## config.mk

```make
export PLATFORM = sky130hd
export DESIGN_NAME = cache_wb_buffer
export DESIGN_NICKNAME = d
export VERILOG_FILES = /design/src/rtl/cache_wb_buffer.sv
export SDC_FILE = /design/constraint.sdc
export NUM_CORES = 1
export LEC_CHECK = 0
export ABC_AREA = 1
export CORE_ASPECT_RATIO = 1.1
export CORE_UTILIZATION = 24
export CTS_CLUSTER_DIAMETER = 60
export DETAILED_ROUTE_END_ITERATION = 10
export SYNTH_ARGS = -nofsm -noshare
export SYNTH_HDL_FRONTEND = slang
export SYNTH_SLANG_ARGS = --single-unit
```

## constraint.sdc

```tcl
create_clock -name clk -period 2.54 [get_ports clk]
set_input_delay 0.508 -clock clk [delete_from_list [all_inputs] [get_ports clk]]
set_output_delay 0.508 -clock clk [all_outputs]
set_load 0.03 [all_outputs]
```

## src/rtl/cache_wb_buffer.sv

```systemverilog
// Write-back buffer: holds one evicted dirty line and streams it to memory as an
// address phase, W data beats and a write response. Optional build macro WB_FORWARD_EN adds a read-forward port.
module cache_wb_buffer #(
  parameter int W     = 4,
  parameter int LOG_W = 2
) (
  input  logic            clk,
  input  logic            resetn,
  input  logic            push_valid,
  output logic            push_ready,
  input  logic [31:0]     push_addr,
  input  logic [W*32-1:0] push_line,
  output logic            wr_req,
  output logic [31:0]     wr_addr,
  input  logic            wr_rdy,
  output logic [31:0]     wr_data,
  output logic            wr_data_valid,
  output logic            wr_data_last,
  input  logic            wr_data_ready,
  input  logic            wr_bvalid,
  output logic            busy
`ifdef WB_FORWARD_EN
  ,
  input  logic [31:0]     fwd_addr,
  output logic            fwd_hit,
  output logic [31:0]     fwd_data
`endif
);

  typedef enum logic [1:0] {
    IDLE = 2'd0,
    REQ  = 2'd1,
    DATA = 2'd2,
    RESP = 2'd3
  } state_t;

  localparam logic [31:0]      ADDR_MASK = ~((32'd1 << (LOG_W + 2)) - 32'd1);
  localparam logic [LOG_W-1:0] BEAT_LAST = LOG_W'(W - 1);

  state_t            r_state;
  state_t            w_next;
  logic [LOG_W-1:0]  r_beat;
  logic [31:0]       r_addr;
  logic [W*32-1:0]   r_line;
  logic [31:0]       w_words [W];
  logic              w_accept;
  logic              w_beat_adv;
  logic              w_is_last;

  // Split the latched line into addressable 32-bit words.
  always_comb begin
    for (int k = 0; k < W; k++) begin
      w_words[k] = r_line[32*k +: 32];
    end
  end

  assign w_is_last = (r_beat == BEAT_LAST);

  // FSM state register.
  always_ff @(posedge clk) begin
    if (!resetn) begin
      r_state <= IDLE;
    end else begin
      r_state <= w_next;
    end
  end

  // Next-state and handshake outputs, all decoded from the registered state.
  always_comb begin
    w_next        = r_state;
    w_accept      = 1'b0;
    w_beat_adv    = 1'b0;
    push_ready    = 1'b0;
    wr_req        = 1'b0;
    wr_addr       = 32'd0;
    wr_data_valid = 1'b0;
    wr_data       = 32'd0;
    wr_data_last  = 1'b0;
    busy          = 1'b1;
    case (r_state)
      IDLE: begin
        push_ready = 1'b1;
        busy       = 1'b0;
        if (push_valid) begin
          w_accept = 1'b1;
          w_next   = REQ;
        end else begin
          w_next   = IDLE;
        end
      end
      REQ: begin
        wr_req  = 1'b1;
        wr_addr = r_addr;
        if (wr_rdy) begin
          w_next = DATA;
        end else begin
          w_next = REQ;
        end
      end
      DATA: begin
        wr_data_valid = 1'b1;
        wr_data       = w_words[r_beat];
        wr_data_last  = w_is_last;
        if (wr_data_ready) begin
          w_beat_adv = 1'b1;
          w_next     = w_is_last ? RESP : DATA;
        end else begin
          w_next     = DATA;
        end
      end
      RESP: begin
        if (wr_bvalid) begin
          w_next = IDLE;
        end else begin
          w_next = RESP;
        end
      end
      default: begin
        w_next = IDLE;
      end
    endcase
  end

  // Line latch and beat counter; the counter parks on the last beat instead of wrapping.
  always_ff @(posedge clk) begin
    if (!resetn) begin
      r_addr <= 32'd0;
      r_line <= '0;
      r_beat <= '0;
    end else if (w_accept) begin
      r_addr <= push_addr & ADDR_MASK;
      r_line <= push_line;
      r_beat <= '0;
    end else if (w_beat_adv && !w_is_last) begin
      r_beat <= r_beat + LOG_W'(1);
    end else begin
      r_beat <= r_beat;
    end
  end

`ifdef WB_FORWARD_EN
  // Forward a word of the in-flight line to a reader hitting the same line.
  always_comb begin
    fwd_hit  = 1'b0;
    fwd_data = 32'd0;
    if (busy && ((fwd_addr & ADDR_MASK) == r_addr)) begin
      fwd_hit  = 1'b1;
      fwd_data = w_words[fwd_addr[LOG_W+1:2]];
    end else begin
      fwd_hit  = 1'b0;
      fwd_data = 32'd0;
    end
  end
`endif

endmodule

```

After elaboration in Yosys (flattened, before gate mapping)
Cells that the tools add are included.

cells by class
  muxes and demuxes = 20
  equal/unequal tests = 4
  reductions and logical operators = 4
  order comparisons = 1
  bitwise gates (word level) = 2
  $add $sub $neg = 1

operators by type and width
  kind                   number
  $mux W32               4
  $bmux W32 S2           1
  $mux W1                12
  $pmux W2 S4            1
  $eq A2 B2 Y1 const B   3
  $mux W2                2
  $ge A3 B3 Y1 const B   1
  $not A2 Y3             1
  $add A2 B1 Y2 const B  1
  $eq A2 B1 Y1 const B   1
  $logic_not A2 Y1       1
  $reduce_or A2 Y1       1
  $logic_and A1 B1 Y1    1
  $logic_not A1 Y1       1
  $not A1 Y1             1

storage, ports and cells
  output and inout bits = 69
  flip-flop bits (word level) = 160
  input port bits = 166
  word-level logic and storage cells = 36

Logic depth before layout (Yosys ltp)
  depth after elaboration = 5
  mapped depth = 7
  gate-level depth less buffers = 7

Worst setup path before layout
Ideal clock, no wire load.

  kind = register to output
  start = reg r_state[0]
  end = out wr_addr[10]
  stages on the path, launching flop included = 6
  arrival time = 1.754 ns
  slack = 0.278 ns
  path through = dfxtp_1 -> inv_1 -> nor2_1 -> inv_2 -> buf_2 -> nor2_1

on the way
  word-level cells in the longest chain between the ends = 2

ends and longest elaborated chain
  item                      RTL line  text
  start: declaration        40        state_t r_state;
  start signal: assignment  64        r_state <= w_next;
  $eq A2 B1 Y1              80        case (r_state)
  $mux W32                  80
  end: declaration          14        output logic [31:0] wr_addr,

No other way between the ends.

Worst setup path after layout
  start = reg r_beat[0]
  end = out wr_data[31]

on the way
  word-level cells in the longest chain between the ends = 5

ends and longest elaborated chain
  item                                         RTL line  text
  start: declaration                           42        logic [LOG_W-1:0] r_beat;
  start signal: assignment                     135       r_beat <= r_beat + LOG_W'(1);
  start signal: assignment                     137       r_beat <= r_beat;
  $not A2 Y3 (implied by the code)             102       wr_data = w_words[r_beat];
  $bmux W32 S2                                 102
  $mux W32 (implied by the code) (2 in a row)  102
  $mux W32                                     80
  end: declaration                             16        output logic [31:0] wr_data,

No other way between the ends. The select of a mux whose other input is x is not followed.

==> summary.txt <==
STA
  – Fin. max-slew vios: 0
  – Setup TNS: 0 ns
  – Minimum clock period: 2.45 ns
  – RSZ-0062 raised after global routing: no
  – Post-Route Skew: 0.00498 ns
  – Max Fclk: 408 MHz
  – Final setup fails: 0
  – Hold Vio Cnt, Final: 0
  – Tcrit/Tclk final: 96.4%

Cells and area
  – Share of cells above drive strength 1: 5.17%
  – Commonest non-fill, non-tap cell in the layout: nand2_1
  – End-of-flow core utilization: 36.3%
  – Most frequent cells in the layout: 294 x nand2_1, 168 x inv_1, 165 x clkdlybuf4s50_1, 158 x dfxtp_1, 81 x o21ai_0
  – Final antenna diode count: 0
  – Layout area overhead: 47.3%
  – # nets final: 1355

Logic synthesis
  – Syn Area/Cell: 6.81 um2
  – Seq cells post-synth: 160
  – Area leader, netlist: dfxtp_1
  – Distinct cell type count after synthesis: 18
  – Yosys warnings: 0
  – Yosys top cell area share: 47.6%
  – Top area cells in the synthesized netlist: dfxtp_1 48%, nand2_1 16%, inv_1 9.4%
  – Synthesized area: 6730 um2
  – Post-synthesis sequential area ratio: 47.6%
  – Cell count after synthesis: 987

Worst setup path
  – Worst-path cell chain: inv_2, buf_12, nand2_1, nand3_1, a21oi_1, dlygate4sd2_1
  – CP top delay family: buffers and inverters
  – Max incr delay on CP: 0.45 ns
  – CP startpoint kind: flop
  – Critical-path top delay cell: dlygate4sd2_1
  – Setup crit end kind: output port
  – WS Path Type: reg -> out
  – CP Buf/Inv Count: 3
  – CP arrival: 1.94 ns
  – R2r setup slk: 0.89 ns
  – Crit path required time: 2.03 ns
  – Critical Path Fanout Max: 33

Power and ir drop
  – Total power: 6330 uW
  – Power per cell area: 639 nW/um2
  – Maximum ir drop on the vdd rail: 389 uV
  – LEAKAGE: 0.00416 uW

Global routing
  – First-pass GRT wire length: 32400 um
  – Antenna violations before repair: 2
  – Tot GR Track Use: 14.5%
  – Largest net degree at the start of global routing: 81
  – Vias in the first global route: 6118
  – Total congestion overflow: 0

Route
  – Routed WL: 20600 um
  – Final ANT Viol Nets: 0
  – # DRC: 0
  – DR vias: 6422
  – Initial drt markers: 343
  – Via density: 4.12
  – DR WL/cell: 13.2 um
  – TritonRoute pass-1 iters: 4

Floorplan
  – Row count: 63
  – Die ar.: 28700 um2
  – Initial Util: 24.7%
  – I/O pins: 235
  – Core footprint: 27300 um2
  – Die Span Y: 178 um
  – Die X: 162 um

Clocking
  – CTS Buf Count: 17
  – CTS clk-pin slew, worst paths: 0.06 ns
  – Clk root buf: clkbuf_16
  – Clock buffer depth: 2
  – H-Tree Depth: 4
  – CTS tree: built
  – Clock Latency Late Sink: 0.41 ns
  – Sink Count: 160

Worst hold path
  – Min-delay worst type: reg -> reg

Placed design
  – Post-DP HPWL: 14000 um
  – Placer Congestion: 0.782
  – Port bufs: 226

Status
  – Status: completed

Run
  – Max-Cap Viols: 0
## what timing repair did
action | in CTS | in global routing
hold buffers | 0 | 0
gates resized for setup | 61 | 14
endpoints found under the setup margin | 59 | 32
gates cloned | 0 | 0
buffers inserted | 0 | 0
## Yosys cell counts
cell / number
nand3_1: 67
nand2_1: 295
o21ai_0: 81
o21ai_1: 75
dfxtp_1: 160
buf_4: 8
ha_1: 1
nand2_2: 2
nor2_1: 37
clkbuf_1: 21
a21oi_1: 32
a31oi_1: 1
nor2_4: 2
inv_2: 2
conb_1: 1
buf_1: 4
inv_1: 168
buf_2: 30
## routing by layer
metal	vias to the layer above	routed length [um]	global-route usage, %
met1	2856	9580	18.4
met3	16	958	3.27
met5	-	23	0
met2	138	9770	24.3
li1	3408	-	-
met4	4	273	4.44
## report_power, final
part	internal, uW	total (uW)	switching [uW]
Combinational	409	874	466
Clock	1600	2710	1110
Sequential	2690	2740	46.8
## state kept, by name, summed over array words and instances, names as in the netlist
register / count
r_addr: 28
r_beat: 2
r_line: 128
r_state: 2
## area by class of cell
type,count,area [um2]
Clock buffer,19,453
Clock inverter,12,158
Fill cell,2918,17400
Inverter,170,641
Multi-Input combinational cell,597,2600
Sequential cell,160,3210
Tap cell,357,447
Timing Repair Buffer,242,2400
## tightest hold or removal path, stage by stage, from the launching register on
cell     delay [ns]
dfxtp_1        0.30
inv_1          0.06
o21ai_1        0.06
## through the flow
| stage | setup WS, ns | hold WS [ns] | instance area (um2) | std cells |
|---|---|---|---|---|
| final | 0.0918 | 0.461 | 9910 | 1557 |
| after global routing | 0.00502 | 0.482 | 9910 | 1557 |
| after CTS | 0.0227 | 0.464 | 9910 | 1557 |
| after detailed placement | 0.162 | 0.452 | 9370 | 1526 |
| after global placement | 0.235 | 0.449 | 9370 | 1526 |
| after floorplan | 0.278 | 0.439 | 6740 | 990 |
## final timing paths
kind         startpoint           to  cells after the start
min          r_line[57]   r_line[57]                      2
max           r_beat[0]  wr_data[31]                      6
max reg2reg  r_state[1]  r_line[124]                      5
min reg2reg  r_line[57]   r_line[57]                      2
## logic make-up after synthesis
group           share of synthesized area (%)
buf+inv                                  14.0
flops                                    47.6
compound gates                           14.1
fa+ha+maj                               0.186
other cells                            0.0558
simple gates                             24.0
Note: power is estimated with default switching activity, not from simulation.
